[src/rtl/ahfp_acc.sv]
// IEEE-754 single-precision accumulator with a 5-state ALIGN/ADD/NORM pipeline FSM.
// Optional build macro AHFP_ACC_COUNT_EN adds a 16-bit completed-ACC counter.
module ahfp_acc (
  input  logic        clk,
  input  logic        reset,
  input  logic        clk_en,
  input  logic        start,
  input  logic [1:0]  n,
  input  logic [31:0] dataa,
  input  logic [31:0] datab,
  output logic        done,
  output logic [31:0] result
);

  localparam int unsigned MW = 23;
  localparam int unsigned EW = 8;
  localparam int unsigned DW = 32;

  localparam logic [1:0] CMD_ACC   = 2'd0;
  localparam logic [1:0] CMD_CLEAR = 2'd1;
  localparam logic [1:0] CMD_COUNT = 2'd3;

  typedef enum logic [2:0] {IDLE, ALIGN, ADD, NORM, DONE} state_t;

  state_t            state_q, state_d;
  logic [1:0]        cmd_q, cmd_d;
  logic [DW-1:0]     opb_q, opb_d;
  logic [DW-1:0]     s_q, s_d;
  logic [MW+1:0]     mb_q, mb_d;
  logic [MW:0]       ms_q, ms_d;
  logic [EW-1:0]     exp_q, exp_d;
  logic              sign_q, sign_d;
  logic              sub_q, sub_d;
  logic              inf_q, inf_d;
  logic              done_q, done_d;
  logic [DW-1:0]     result_q, result_d;
`ifdef AHFP_ACC_COUNT_EN
  logic [15:0]       count_q, count_d;
`endif

  logic [EW-1:0]     ea, eb, big_e, sml_e, diff;
  logic [30:0]       mag_a, mag_b;
  logic              b_big, big_sign;
  logic [MW-1:0]     big_frac, sml_frac, nman;
  logic [MW:0]       big_m, sml_m, sml_sh;
  logic [MW+1:0]     sum;
  logic [4:0]        lz;
  logic signed [9:0] nexp;
  logic [DW-1:0]     new_s, count_res;

  logic unused_datab;
  assign unused_datab = ^datab;

  function automatic logic [4:0] lzc24(input logic [23:0] v);
    logic [4:0] cnt;
    logic       hit;
    cnt = '0;
    hit = 1'b0;
    for (int i = 23; i >= 0; i--) begin
      if (!hit) begin
        if (v[i]) hit = 1'b1;
        else      cnt = cnt + 5'd1;
      end
    end
    return cnt;
  endfunction

  always_comb begin
    state_d  = state_q;
    cmd_d    = cmd_q;
    opb_d    = opb_q;
    s_d      = s_q;
    mb_d     = mb_q;
    ms_d     = ms_q;
    exp_d    = exp_q;
    sign_d   = sign_q;
    sub_d    = sub_q;
    inf_d    = inf_q;
    done_d   = 1'b0;
    result_d = '0;
`ifdef AHFP_ACC_COUNT_EN
    count_d   = count_q;
    count_res = {16'd0, count_q};
`else
    count_res = '0;
`endif

    // Alignment: a zero exponent field means zero magnitude.
    ea       = s_q[30:23];
    eb       = opb_q[30:23];
    mag_a    = (ea == '0) ? '0 : s_q[30:0];
    mag_b    = (eb == '0) ? '0 : opb_q[30:0];
    b_big    = mag_b > mag_a;
    big_e    = b_big ? eb : ea;
    sml_e    = b_big ? ea : eb;
    big_sign = b_big ? opb_q[31] : s_q[31];
    big_frac = b_big ? opb_q[22:0] : s_q[22:0];
    sml_frac = b_big ? s_q[22:0] : opb_q[22:0];
    big_m    = (big_e == '0) ? '0 : {1'b1, big_frac};
    sml_m    = (sml_e == '0) ? '0 : {1'b1, sml_frac};
    diff     = big_e - sml_e;
    sml_sh   = (diff >= 8'd26) ? '0 : (sml_m >> diff);

    sum = sub_q ? (mb_q - {1'b0, ms_q}) : (mb_q + {1'b0, ms_q});

    // Normalisation: carry shifts right by one, otherwise left by the leading-zero count.
    lz = lzc24(mb_q[23:0]);
    if (mb_q[24]) begin
      nman = mb_q[23:1];
      nexp = 10'({2'b00, exp_q}) + 10'd1;
    end else begin
      nman = mb_q[22:0] << lz;
      nexp = 10'({2'b00, exp_q}) - 10'(lz);
    end
    if (inf_q)                  new_s = {sign_q, 8'hFF, 23'd0};
    else if (mb_q == '0)        new_s = '0;
    else if (nexp >= 10'sd255)  new_s = {sign_q, 8'hFF, 23'd0};
    else if (nexp <= 10'sd0)    new_s = '0;
    else                        new_s = {sign_q, nexp[7:0], nman};

    case (state_q)
      IDLE: begin
        if (start) begin
          cmd_d = n;
          if (n == CMD_ACC) begin
            opb_d   = dataa;
            state_d = ALIGN;
          end else begin
            state_d  = DONE;
            done_d   = 1'b1;
            result_d = (n == CMD_COUNT) ? count_res : s_q;
          end
        end
      end
      ALIGN: begin
        mb_d   = {1'b0, big_m};
        ms_d   = sml_sh;
        exp_d  = big_e;
        sign_d = big_sign;
        sub_d  = s_q[31] ^ opb_q[31];
        inf_d  = 1'b0;
        // The new operand's infinity takes precedence over an infinite sum.
        if (eb == 8'hFF) begin
          inf_d  = 1'b1;
          sign_d = opb_q[31];
        end else if (ea == 8'hFF) begin
          inf_d  = 1'b1;
          sign_d = s_q[31];
        end
        state_d = ADD;
      end
      ADD: begin
        mb_d    = sum;
        state_d = NORM;
      end
      NORM: begin
        s_d      = new_s;
        done_d   = 1'b1;
        result_d = new_s;
`ifdef AHFP_ACC_COUNT_EN
        count_d  = count_q + 16'd1;
`endif
        state_d  = DONE;
      end
      DONE: begin
        if (cmd_q == CMD_CLEAR) begin
          s_d     = '0;
`ifdef AHFP_ACC_COUNT_EN
          count_d = '0;
`endif
        end
        state_d = IDLE;
      end
      default: state_d = IDLE;
    endcase
  end

  always_ff @(posedge clk or posedge reset) begin
    if (reset) begin
      state_q  <= IDLE;
      cmd_q    <= '0;
      opb_q    <= '0;
      s_q      <= '0;
      mb_q     <= '0;
      ms_q     <= '0;
      exp_q    <= '0;
      sign_q   <= 1'b0;
      sub_q    <= 1'b0;
      inf_q    <= 1'b0;
      done_q   <= 1'b0;
      result_q <= '0;
`ifdef AHFP_ACC_COUNT_EN
      count_q  <= '0;
`endif
    end else if (clk_en) begin
      state_q  <= state_d;
      cmd_q    <= cmd_d;
      opb_q    <= opb_d;
      s_q      <= s_d;
      mb_q     <= mb_d;
      ms_q     <= ms_d;
      exp_q    <= exp_d;
      sign_q   <= sign_d;
      sub_q    <= sub_d;
      inf_q    <= inf_d;
      done_q   <= done_d;
      result_q <= result_d;
`ifdef AHFP_ACC_COUNT_EN
      count_q  <= count_d;
`endif
    end
  end

  assign done   = done_q;
  assign result = result_q;

endmodule

[config.mk]
export PLATFORM = sky130hd
export DESIGN_NAME = ahfp_acc
export DESIGN_NICKNAME = d
export VERILOG_FILES = /design/src/rtl/ahfp_acc.sv
export SDC_FILE = /design/constraint.sdc
export NUM_CORES = 1
export LEC_CHECK = 0
export ABC_AREA = 1
export ABC_CLOCK_PERIOD_IN_PS = 36600
export CAP_MARGIN = 20
export CELL_PAD_IN_SITES_DETAIL_PLACEMENT = 0
export CELL_PAD_IN_SITES_GLOBAL_PLACEMENT = 1
export CORE_ASPECT_RATIO = 1.2
export CORE_UTILIZATION = 40
export CTS_CLUSTER_SIZE = 14
export DETAILED_ROUTE_END_ITERATION = 7
export PLACE_DENSITY_LB_ADDON = 0.1
export SLEW_MARGIN = 20
export SYNTH_ARGS = -nofsm -noshare
export SYNTH_HDL_FRONTEND = slang
export SYNTH_SLANG_ARGS = --single-unit
[constraint.sdc]
create_clock -name clk -period 36.6 [get_ports clk]
set_clock_uncertainty 0.15 [all_clocks]
set_input_delay 5.49 -clock clk [delete_from_list [all_inputs] [get_ports clk]]
set_output_delay 5.49 -clock clk [all_outputs]
set_load 0.01 [all_outputs]
-- Word-level counts from Yosys, hierarchy flattened
Cells that the tools add are included.
- add/subtract/negate cells: 28
- magnitude comparators: 4
- equal/unequal tests: 10
- shift operators: 2
- muxes and demuxes: 126
- bitwise gates (word level): 1
- reductions and logical operators: 15
- operator list (operator ; number):
    2-to-1 mux 32 bit ; 8
    2-to-1 mux 5 bit ; 46
    one-hot mux 32 bit (2 select lines) ; 2
    adder 5 x 1 -> 5 bit (second input constant) ; 23
    2-to-1 mux 24 bit ; 3
    2-to-1 mux 23 bit ; 3
    2-to-1 mux 31 bit ; 2
    2-to-1 mux 1 bit ; 53
    one-hot mux 25 bit (2 select lines) ; 1
    logical NOT 8 bit ; 4
    > comparator 31 bit ; 1
    adder 25 x 24 -> 25 bit ; 1
    logical NOT 25 bit ; 1
    2-to-1 mux 25 bit ; 1
    subtractor 25 x 24 -> 25 bit ; 1
    >> shifter 24 x 8 -> 24 bit ; 1
    left shift 23 x 5 -> 23 bit ; 1
    equality test 8 bit (second input constant) ; 2
    2-to-1 mux 8 bit ; 2
    one-hot mux 3 bit (4 select lines) ; 1
    >= comparator 10 x 9 -> 1 bit (second input constant) ; 1
    <= comparator 10 x 1 -> 1 bit (second input constant) ; 1
    2-to-1 mux 10 bit ; 1
    adder 8 x 1 -> 9 bit (second input constant) ; 1
    18 further kinds ; 25
- bits in registers: 162
- input bits: 70
- output and inout port bits: 33
- word-level logic and storage cells: 198

-- Longest topological paths before layout
Gate-level depths: netlist of run 1.
- depth in word-level cells: 78
- depth in mapped cells: 108
- depth with buffers taken out: 106

-- Least setup slack after synthesis of run 1
OpenSTA, ideal clock, no wires.
- kind: register -> register
- start: register mb_q[22]
- end: register result_q[5], in the netlist result[5]
- setup time: 0.066 ns
- arrival: 15.013 ns
- required time: 36.384 ns
- slack: 21.372 ns
- cell stages (with the launch flop): 106
- path buffers: 1
- clock period less this slack: 15.228 ns
- cells stage by stage: dfrtp_1 inv_1 nor2_1 ha_1 nor2_1 nor2_1 ha_1 nand2_1 nand3_1 nand2_1 inv_1 ha_1 inv_1 a21oi_1 ha_1 nand2_1 a21oi_1 ha_1 (+70 left out) or2_2 a21oi_1 o31ai_1 xor2_1 inv_1 nand4_1 a21oi_1 nor2_1 inv_1 nor2_1 inv_1 nor2_1 clkinv_1 a21oi_1 nand3_1 o21ai_1 nand2_1 nand2_1
- cells in the longest elaborated chain, start to end: 76
- elaborated cells between the ends (all ways): 103
- those cells by class: add/sub (23); order compare (2); shift (1); mux (76); reduce/logical (1)
- ends and longest elaborated chain (item ; RTL line ; RTL):
    start: declaration ; 29 ; logic [MW+1:0] mb_q, mb_d;
    start signal: assignment ; 200 ; mb_q <= mb_d;
    2-to-1 mux 5 bit ; 61 ; if (v[i]) hit = 1'b1;
    2-to-1 mux 5 bit ; 60 ; if (!hit) begin
    adder 5 x 1 -> 5 bit ; 62 ; else cnt = cnt + 5'd1;
    2-to-1 mux 5 bit ; 61 ;
    2-to-1 mux 5 bit ; 60 ;
    adder 5 x 1 -> 5 bit ; 62 ;
    2-to-1 mux 5 bit ; 61 ;
    2-to-1 mux 5 bit ; 60 ;
    (+60 left out) ; -- ;
    subtractor 8 x 5 -> 9 bit ; 113 ; nexp = 10'({2'b00, exp_q}) - 10'(lz);
    2-to-1 mux 10 bit ; 108 ; if (mb_q[24]) begin
    <= comparator 10 x 1 -> 1 bit ; 118 ; else if (nexp <= 10'sd0) new_s = '0;
    2-to-1 mux 32 bit ; 118 ;
    2-to-1 mux 32 bit ; 117 ; else if (nexp >= 10'sd255) new_s = {sign_q, 8'hFF, 23'd0};
    2-to-1 mux 32 bit (*) ; 116 ; else if (mb_q == '0) new_s = '0;
    2-to-1 mux 32 bit (*) ; 115 ; if (inf_q) new_s = {sign_q, 8'hFF, 23'd0};
    one-hot mux 32 bit (2 select lines) (*) ; 121 ; case (state_q)
    end signal: assignment ; 207 ; result_q <= result_d;
    end: declaration ; 36 ; logic [DW-1:0] result_q, result_d;
Mark *: on every way between the ends. The rest lies on a longest branch, timed or not.
A chain may end at the register's enable or synchronous reset.

-- Worst setup path in the final report of run 1
- start: register mb_q[22]
- end: register result_q[19], in the netlist result[19]
The elaborated chain is that of the path after synthesis.

==> results of run 1 <==
## through the flow
step                      hold slack [ns]  cell area, µm²  utilization [%]
after global placement              0.316           16600             43.5
final                               0.334           17200             45.1
after floorplan                     0.299           15500                -
after global routing                0.356           17200             45.1
after CTS                           0.336           17100             45.0
after detailed placement            0.316           16600             43.5
## layer usage
layer	vias up	track usage (%)
li1	8170	-
met1	7633	34.8
met2	424	46.3
met3	95	2.52
met4	2	13.2
met5	-	0
## worst max-delay path, delay by kind of cell (launching register included)
| kind | cells | cell delay [ns] |
|---|---|---|
| flops | 1 | 0.44 |
| simple gates | 36 | 4.70 |
| fa+ha+maj | 23 | 6.40 |
| compound gates | 20 | 3.67 |
| xor+xnor | 1 | 0.25 |
| buf+inv | 26 | 1.98 |
## cell families after synthesis
kind of cell             after synthesis  synth area share [%]
multiplexers                           1                0.0644
XOR/XNOR                              53                  2.99
AND/OR/NAND/NOR                     1252                  35.4
adder cells (fa/ha/maj)               87                  7.10
buffers and inverters                435                  10.8
flip-flops                           162                  26.1
AO/OA/AOI/OAI                        479                  17.5
## worst min-delay path by stage
stage | startpoint | to | slack, ns | cells past startpoint
2_1_floorplan | sign_q$_DFFE_PP0P_ | sign_q$_DFFE_PP0P_ | 0.30 | 2
3_3_place_gp | result[23]$_DFFE_PP0P_ | result[23]$_DFFE_PP0P_ | 0.32 | 2
3_5_place_dp | sign_q$_DFFE_PP0P_ | sign_q$_DFFE_PP0P_ | 0.32 | 2
4_1_cts | sign_q$_DFFE_PP0P_ | sign_q$_DFFE_PP0P_ | 0.34 | 2
5_1_grt | result[4]$_DFFE_PP0P_ | result[4]$_DFFE_PP0P_ | 0.36 | 2
6_report | result[24]$_DFFE_PP0P_ | result[24]$_DFFE_PP0P_ | 0.33 | 2
## layout make-up
type	instances	area (µm²)
fillers	4125	20900
multi-input cells	1872	9820
flip-flops and latches	162	4050
inverters	328	1240
repair buffers	89	851
well taps	480	601
clock buffers	17	425
clock inverters	15	169
## synth_stat cells (3+ instances only)
cell type,instances,area share (%)
nand2_4,8,0.58
nor2_4,5,0.36
a211oi_1,25,1.2
o211ai_1,39,1.9
xnor2_1,11,0.62
inv_1,288,7.0
nand3b_1,6,0.29
nor2_2,14,0.56
o31ai_1,5,0.24
or2_2,4,0.16
buf_6,3,0.22
nand2_2,19,0.76
nand3_2,14,0.90
xor2_1,42,2.4
nand2_1,648,16
o22ai_1,34,1.4
buf_2,11,0.35
a31oi_1,23,0.93
or2_1,4,0.16
o21ai_1,31,1.0
nand3_1,234,7.5
nor4_1,12,0.48
nand4_1,34,1.4
nor2_1,213,5.1
nor3_1,30,0.97
clkinv_1,14,0.34
dfrtp_1,162,26
a21oi_1,130,4.2
ha_1,85,6.8
clkbuf_1,83,2.0
o21ai_0,171,5.5
inv_2,25,0.60
buf_1,7,0.17
a22oi_1,5,0.24
buf_4,3,0.14
## sequential cells by signal (all words and copies together), names as in the netlist
name	cells
result	32
inf_q	1
done	1
exp_q	8
cmd_q	2
sub_q	1
sign_q	1
state_q	3
mb_q	25
s_q	32
ms_q	24
opb_q	32
==> key figures, run 1 <==
Place
  – Setup WS pre-CTS: 18.93 ns
  – GPL Wtd Cong: 0.926
  – Port Buffer Count: 70
  – DP Cell Count: 2930
  – HPWL after DPL: 42.4 mm

Die
  – Ports: 103
  – Starting Density: 40.8%
  – Die area: 39700 µm²
  – Core area: 38100 µm²
  – DIE HEIGHT: 218 µm
  – FP Rows: 78
  – Die W: 182 µm

Synthesis
  – Synth warn: 0
  – Mapped Area: 15500 µm²
  – Synthesized Nets: 2626
  – Register area share after synthesis: 26.1%
  – Synth unique cells: 55
  – Synth Area per Inst: 6.30 µm²
  – Post-synth EDFFs: 0
  – Main flop type after synthesis: dfrtp_1
  – Syn Inst Count: 2469
  – Asr flop ratio synth: 100%
  – Yosys reg bits: 162

Clock network
  – Clock transition at path regs: 0.08 ns
  – Clk root buf: clkbuf_16
  – H-tree Lvls: 4
  – Deepest clock path buffer count: 2
  – CTS buffer count: 17
  – Postcts setup bufs: 0
  – TritonCTS clock tree: yes
  – Cts hold-fix bufs: 0
  – Clk Latency, worst-skew pair: 0.46 ns
  – Clock sink count: 162
  – Post-CTS sizing: 0

Detailed routing
  – Drt first-iter violations: 1156
  – Antenna-violating nets left: 0
  – DR top layer: met5
  – Drt drc: 0
  – Routed via count: 16324
  – WL met2: 25.4 mm
  – Pre-Repair DR Iteration Count: 7
  – Wire length on met1: 23.3 mm
  – Post-Route WL: 53.5 mm
  – Met3 WL: 2.34 mm
  – Wire per inst: 18.0 µm
  – Vias/cell: 5.51

Global route
  – Vias in the first global route: 15289
  – GR Overflow Total: 0
  – Tot GR Track Use: 27.3%
  – Number of antenna violations at the first check in global routing: 1
  – Largest net degree at the start of global routing: 103
  – First-pass GRT wire length: 83.5 mm

Timing
  – Fmax: 0.0566 GHz
  – Final setup vio count: 0
  – RSZ-0062 raised after global routing: no
  – Final Hold Vio Count: 0
  – Setup_tns: 0 ns
  – Fin crit period: 17.66 ns
  – Crit share post-route: 48.3%
  – Final setup margin: 18.94 ns
  – Slew @ Worst Pin: 1.12 ns
  – Max-slew headroom: 25.5%
  – Max Transition Viols Final: 0

Critical path
  – Worst Reg2Reg Path Length in Cells: 106
  – Worst EP required: 36.85 ns
  – R2r startpoint: mb_q[22]$_DFFE_PP0P_
  – Critical Path AT: 17.91 ns
  – Setup Crit Path Kind: reg2reg
  – CP endpoint kind: register
  – Slowest cell on crit path: ha_1
  – Worst setup path end: result[19]$_DFFE_PP0P_
  – Reg2Reg Setup Slack: 18.94 ns
  – CP max FO: 29
  – Critical R2R Capture: result[19]$_DFFE_PP0P_
  – Worst Setup SP: mb_q[22]$_DFFE_PP0P_
  – CP most frequent cell: inv_1
  – Crit start category: register
  – CP peak stage delay: 0.51 ns

Final layout
  – Fin cells: 2963
  – Share of cells above drive strength 1: 6.12%
  – Area Overhead vs Synth: 10.4%
  – Commonest non-fill, non-tap cell in the layout: nand2_1
  – Most frequent cells in the layout: 646 x nand2_1, 287 x inv_1, 234 x nand3_1
  – Ant. Diodes: 0
  – Nets: 2627

Job
  – Number of max-cap violations: 0

Status
  – Status: finished, final reports clean

Min path
  – Worst Hold Class: reg2reg
Power of run 1 is not shown: default switching activity piles up to over one toggle a cycle in this logic, so the estimate is an artifact.
==> run 2: changes to the inputs <==
--- a/config.mk
+++ b/config.mk
@@ -6,7 +6,7 @@
 export NUM_CORES = 1
 export LEC_CHECK = 0
 export ABC_AREA = 1
-export ABC_CLOCK_PERIOD_IN_PS = 36600
+export ABC_CLOCK_PERIOD_IN_PS = 16800
 export CAP_MARGIN = 20
 export CELL_PAD_IN_SITES_DETAIL_PLACEMENT = 0
 export CELL_PAD_IN_SITES_GLOBAL_PLACEMENT = 1
==> constraint.sdc (replaced) <==
create_clock -name clk -period 16.8 [get_ports clk]
set_clock_uncertainty 0.15 [all_clocks]
set_input_delay 2.52 -clock clk [delete_from_list [all_inputs] [get_ports clk]]
set_output_delay 2.52 -clock clk [all_outputs]
set_load 0.01 [all_outputs]
==> run 2 against run 1 <==
Worst setup slack lost 18 ns; cell count increased by 0.37%; sequential cell count is the same; non-clock buffer count is 12 higher; final area rose by 0.73%; register-to-register slack got worse by 18 ns; first-iteration DRC count is 11% higher; worst hold slack worse by 0.0041 ns; die area unchanged; clock-buffer cell count increased by 1; wire length up 1.3%; largest cell class unchanged; highest routed layer is now met4.
==> key figures, run 2 (synthesis results as in run 1) <==
Place
  – HPWL after DPL: 42.5 mm (was 42.4 mm)
  – Port Buffer Count: 70 (unchanged)
  – Placed inst area: 16600 µm² (about the same)
  – Setup WS pre-CTS: 0.319 ns (was 18.93 ns)
  – GPL Wtd Cong: 0.930 (was 0.926)

Detailed routing
  – Antenna-violating nets left: 0 (unchanged)
  – Drt first-iter violations: 1287 (was 1156)
  – Pre-Repair DR Iteration Count: 7 (unchanged)
  – Routed via count: 16292 (was 16324)
  – Drt drc: 0 (unchanged)
  – Wire per inst: 18.2 µm (was 18.0 µm)
  – Vias/cell: 5.48 (was 5.51)
  – Post-Route WL: 54.2 mm (was 53.5 mm)

Global route
  – Tot GR Track Use: 27.5% (was 27.3%)
  – Vias in the first global route: 15288 (was 15289)
  – Largest net degree at the start of global routing: 107 (was 103)
  – Number of antenna violations at the first check in global routing: 0 (was 1)
  – First-pass GRT wire length: 84.2 mm (was 83.5 mm)
  – GR Overflow Total: 0 (unchanged)

Job
  – Number of max-cap violations: 0 (unchanged)

Critical path
  – Setup Crit Path Kind: reg2reg (unchanged)
  – Slowest cell on crit path: dfrtp_2 (was ha_1)
  – Worst Setup SP: mb_q[22]$_DFFE_PP0P_ (unchanged)
  – Critical Path AT: 15.71 ns (was 17.91 ns)
  – CP peak stage delay: 0.45 ns (was 0.51 ns)
  – CP endpoint kind: register (unchanged)
  – Crit start category: register (unchanged)
  – CP max FO: 9 (was 29)
  – R2r startpoint: mb_q[22]$_DFFE_PP0P_ (unchanged)
  – Worst EP required: 17.04 ns (was 36.85 ns)

Final layout
  – Design area: 17300 µm² (was 17200 µm²)
  – Nets: 2639 (was 2627)
  – Share of cells above drive strength 1: 7.46% (was 6.12%)
  – Commonest non-fill, non-tap cell in the layout: nand2_1 (unchanged)
  – Footprint of the multi-input gates: 9900 µm² (was 9820 µm²)
  – Most frequent cells in the layout: 646 x nand2_1, 285 x inv_1, 234 x nand3_1 (was 646 x nand2_1, 287 x inv_1, 234 x nand3_1)
  – Fill cells: 4166 (was 4125)
  – Register area: 4060 µm² (was 4050 µm²)
  – Area Overhead vs Synth: 11.2% (was 10.4%)
  – Ant. Diodes: 0 (unchanged)

Clock network
  – Clk Latency, worst-skew pair: 0.45 ns (was 0.46 ns)
  – CTS buffer count: 17 (unchanged)
  – Clock transition at path regs: 0.07 ns (was 0.08 ns)
  – Deepest clock path buffer count: 2 (unchanged)
  – H-tree Lvls: 4 (unchanged)
  – Clock sink count: 162 (unchanged)
  – TritonCTS clock tree: yes (unchanged)
  – Clk root buf: clkbuf_16 (unchanged)
  – Cts hold-fix bufs: 0 (unchanged)

Die
  – Die area: 39700 µm² (unchanged)
  – Core area: 38100 µm² (unchanged)
  – DIE HEIGHT: 218 µm (unchanged)
  – Ports: 103 (unchanged)
  – FP Rows: 78 (unchanged)
  – Starting Density: 40.8% (unchanged)
  – Die W: 182 µm (unchanged)

Timing
  – Slew @ Worst Pin: 1.10 ns (was 1.12 ns)
  – Max-slew headroom: 26.3% (was 25.5%)
  – Fmax: 0.0647 GHz (was 0.0566 GHz)
  – Setup_tns: 0 ns (unchanged)
  – Final Hold Vio Count: 0 (unchanged)
  – Final setup vio count: 0 (unchanged)
  – Hold slack: 0.330 ns (was 0.334 ns)
  – Crit share post-route: 92.1% (was 48.3%)
  – Max Transition Viols Final: 0 (unchanged)
  – Final setup margin: 1.33 ns (was 18.94 ns)
  – Fin crit period: 15.47 ns (was 17.66 ns)

Status
  – Status: finished, final reports clean (unchanged)

Min path
  – Hold path start: result[27]$_DFFE_PP0P_ (was result[24]$_DFFE_PP0P_)
  – Worst Hold Class: reg2reg (unchanged)
==> run 2: metrics by stage <==
step | utilization, % | cells
final | 45.4 | 2974
after global placement | 43.6 | 2936
after CTS | 45.1 | 2967
after detailed placement | 43.6 | 2936
after global routing | 45.4 | 2974
after floorplan | - | 2469
==> run 2: layout make-up <==
| type | count | share of cell area [%] |
|---|---|---|
| clock inverters | 13 | 0.673 |
| flip-flops and latches | 162 | 23.5 |
| inverters | 328 | 7.17 |
| well taps | 480 | 3.47 |
| repair buffers | 101 | 5.42 |
| clock buffers | 18 | 2.54 |
| multi-input cells | 1872 | 57.3 |
==> run 2: worst max-delay path: cells and delay by family (launching register included) <==
kind	cells	cell delay, ns
and+or+nand+nor	36	3.70
xor gates and xnor gates	1	0.28
AOI/OAI and AO/OA	20	2.95
DFF	1	0.45
buffers and inverters	26	1.68
adders and majority gates	23	6.20
==> run 2: final timing paths <==
check / to / slack [ns] / depth (start not counted)
hold / removal: result[27]$_DFFE_PP0P_ / 0.33 / 2
max in group asynchronous: s_q[13]$_DFFE_PP0P_ / 12.77 / 3
min in group asynchronous: ms_q[10]$_DFFE_PP0P_ / 2.43 / 2
setup / recovery: result[22]$_DFFE_PP0P_ / 1.33 / 106
setup reg to reg: result[22]$_DFFE_PP0P_ / 1.33 / 106
hold reg to reg: result[27]$_DFFE_PP0P_ / 0.33 / 2
==> run 2: routing by layer <==
layer	up-vias	track usage, %	routed length, µm
met1	7651	35.1	23900
met3	68	2.44	2170
met2	382	48.9	26600
met4	0	8.71	1530
li1	8191	-	-
met5	-	0	0
==> run 2: repair_timing <==
action | 4_1_cts | 5_1_grt
resized for setup | 0 | 28
endpoints found under the setup margin | 0 | 64
hold endpoints to repair | 0 | 0
buffers inserted | 0 | 7
Power of run 2 is left out for the same reason.
==> run 3: changes to the inputs <==
--- a/config.mk
+++ b/config.mk
@@ -12,6 +12,7 @@
 export CELL_PAD_IN_SITES_GLOBAL_PLACEMENT = 1
 export CORE_ASPECT_RATIO = 1.2
 export CORE_UTILIZATION = 40
+export CTS_BUF_LIST = sky130_fd_sc_hd__clkbuf_8
 export CTS_CLUSTER_SIZE = 14
 export DETAILED_ROUTE_END_ITERATION = 7
 export PLACE_DENSITY_LB_ADDON = 0.1
==> constraint.sdc (replaced) <==
create_clock -name clk -period 16.8 [get_ports clk]
set_clock_uncertainty 0.15 [all_clocks]
set_input_delay 3.36 -clock clk [delete_from_list [all_inputs] [get_ports clk]]
set_output_delay 3.36 -clock clk [all_outputs]
set_load 0.01 [all_outputs]
==> run 3 against run 2 <==
Clock-buffer cell count unchanged; die area unchanged; global-route usage increased by 0.24 points; critical path depth decreased by 2; non-clock buffer count unchanged; final area decreased by 0.97%; first-iteration DRC count decreased by 1.9%.
==> key figures, run 3 (synthesis results as in run 1) <==
Final layout
  – Ant. Diodes: 0 (unchanged)
  – Design area: 17100 µm² (was 17300 µm²)
  – Most frequent cells in the layout: 643 x nand2_1, 284 x inv_1, 234 x nand3_1 (was 646 x nand2_1, 285 x inv_1, 234 x nand3_1)
  – Fill cells: 4098 (was 4166)
  – Nets: 2639 (unchanged)
  – Commonest non-fill, non-tap cell in the layout: nand2_1 (unchanged)
  – Area Overhead vs Synth: 10.1% (was 11.2%)
  – Footprint of the multi-input gates: 9870 µm² (was 9900 µm²)
  – Share of cells above drive strength 1: 7.29% (was 7.46%)
  – Register area: 4060 µm² (unchanged)

Timing
  – Crit share post-route: 92.2% (was 92.1%)
  – Hold slack: 0.340 ns (was 0.330 ns)
  – Final setup vio count: 0 (unchanged)
  – RSZ-0062 raised after global routing: no
  – Max Transition Viols Final: 0 (unchanged)
  – Fmax: 0.0646 GHz (was 0.0647 GHz)
  – Fin crit period: 15.49 ns (was 15.47 ns)
  – Slew @ Worst Pin: 1.01 ns (was 1.10 ns)
  – Setup_tns: 0 ns (unchanged)
  – Max-slew headroom: 32.3% (was 26.3%)
  – Final Hold Vio Count: 0 (unchanged)

Critical path
  – Crit start category: register (unchanged)
  – Setup Crit Path Kind: reg2reg (unchanged)
  – Slowest cell on crit path: dfrtp_2 (unchanged)
  – Reg2Reg Setup Slack: 1.31 ns (was 1.33 ns)
  – CP max FO: 9 (unchanged)
  – CP peak stage delay: 0.46 ns (was 0.45 ns)
  – Worst EP required: 17.10 ns (was 17.04 ns)
  – Critical Path AT: 15.79 ns (was 15.71 ns)
  – CP endpoint kind: register (unchanged)

Clock network
  – Clk root buf: clkbuf_8 (was clkbuf_16)
  – Cts hold-fix bufs: 0 (unchanged)
  – Clk Latency, worst-skew pair: 0.51 ns (was 0.45 ns)
  – H-tree Lvls: 4 (unchanged)
  – Deepest clock path buffer count: 2 (unchanged)
  – CTS buffer count: 17 (unchanged)
  – TritonCTS clock tree: yes (unchanged)
  – Clock transition at path regs: 0.10 ns (was 0.07 ns)
  – Clock sink count: 162 (unchanged)

Place
  – Port Buffer Count: 70 (unchanged)
  – Placed inst area: 16600 µm² (about the same)
  – HPWL after DPL: 42.8 mm (was 42.5 mm)
  – GPL Wtd Cong: 0.913 (was 0.930)

Global route
  – Largest net degree at the start of global routing: 103 (was 107)
  – GR Overflow Total: 0 (unchanged)
  – First-pass GRT wire length: 84.6 mm (was 84.2 mm)
  – Number of antenna violations at the first check in global routing: 0 (unchanged)
  – Tot GR Track Use: 27.8% (was 27.5%)
  – Vias in the first global route: 15373 (was 15288)

Die
  – Die W: 182 µm (unchanged)
  – DIE HEIGHT: 218 µm (unchanged)
  – FP Rows: 78 (unchanged)
  – Die area: 39700 µm² (unchanged)
  – Ports: 103 (unchanged)
  – Core area: 38100 µm² (unchanged)
  – Starting Density: 40.8% (unchanged)

Detailed routing
  – Vias/cell: 5.49 (was 5.48)
  – Antenna-violating nets left: 0 (unchanged)
  – Drt first-iter violations: 1263 (was 1287)
  – Drt drc: 0 (unchanged)
  – Post-Route WL: 54.1 mm (was 54.2 mm)
  – Routed via count: 16335 (was 16292)
  – Wire per inst: 18.2 µm (about the same)
  – Pre-Repair DR Iteration Count: 6 (was 7)

Job
  – Number of max-cap violations: 0 (unchanged)

Min path
  – Worst Hold Class: reg2reg (unchanged)

Status
  – Status: finished, final reports clean (unchanged)
run 3: cell types whose count changed in the layout (fill, tap and decap cells not counted), moves of 2 or more:
| cell | delta |
|---|---|
| nand2_2 | +3 |
| o21ai_2 | -2 |
| clkbuf_8 | +17 |
| clkinv_1 | +2 |
| inv_6 | -3 |
| clkbuf_16 | -17 |
| bufinv_16 | +2 |
| a21oi_1 | +2 |
| nand2_1 | -3 |
| a21oi_2 | -2 |
run 3: stage by stage:
stage,utilization (%),instances,setup WS (ns)
floorplan,-,2469,1.57
global placement,43.6,2937,0.485
detailed placement,43.6,2937,0.236
CTS,44.7,2969,0.202
global route,45.0,2975,0.0299
finish,45.0,2975,1.31
run 3: repair_timing:
item / in CTS / in global routing
resized for setup: 0 / 21
endpoints found under the setup margin: 0 / 64
buffers inserted: 0 / 6
run 3: routing by layer:
layer	GRT usage (%)	routed length (µm)
met1	35.5	23600
met2	48.4	26400
met3	3.31	2590
met5	0	0
met4	9.16	1490
run 3: worst paths after layout:
check	from	end	cells after the start
worst max-delay path	mb_q[22]$_DFFE_PP0P_	result[19]$_DFFE_PP0P_	104
worst min-delay path	result[27]$_DFFE_PP0P_	result[27]$_DFFE_PP0P_	2
worst max register to register	mb_q[22]$_DFFE_PP0P_	result[19]$_DFFE_PP0P_	104
worst min register to register	result[27]$_DFFE_PP0P_	result[27]$_DFFE_PP0P_	2
max in group asynchronous	reset	result[3]$_DFFE_PP0P_	3
min in group asynchronous	reset	ms_q[21]$_DFFE_PP0P_	2
run 3: critical path, delay by kind of cell (launching register included):
kind / cells / cell delay (ns)
buffers and inverters: 26 / 1.70
AOI/OAI and AO/OA: 20 / 3.11
adders and majority gates: 23 / 6.22
xor gates and xnor gates: 1 / 0.24
DFF: 1 / 0.46
and+or+nand+nor: 34 / 3.51
run 3: layout make-up:
cell class | count | share of cell area (%)
clock buffer | 18 | 1.45
clock inverter | 14 | 0.979
multi-input combinational | 1872 | 57.7
sequential | 162 | 23.7
timing repair buffer | 101 | 5.45
inverter | 328 | 7.24
tap | 480 | 3.51
Power of run 3 is left out for the same reason.
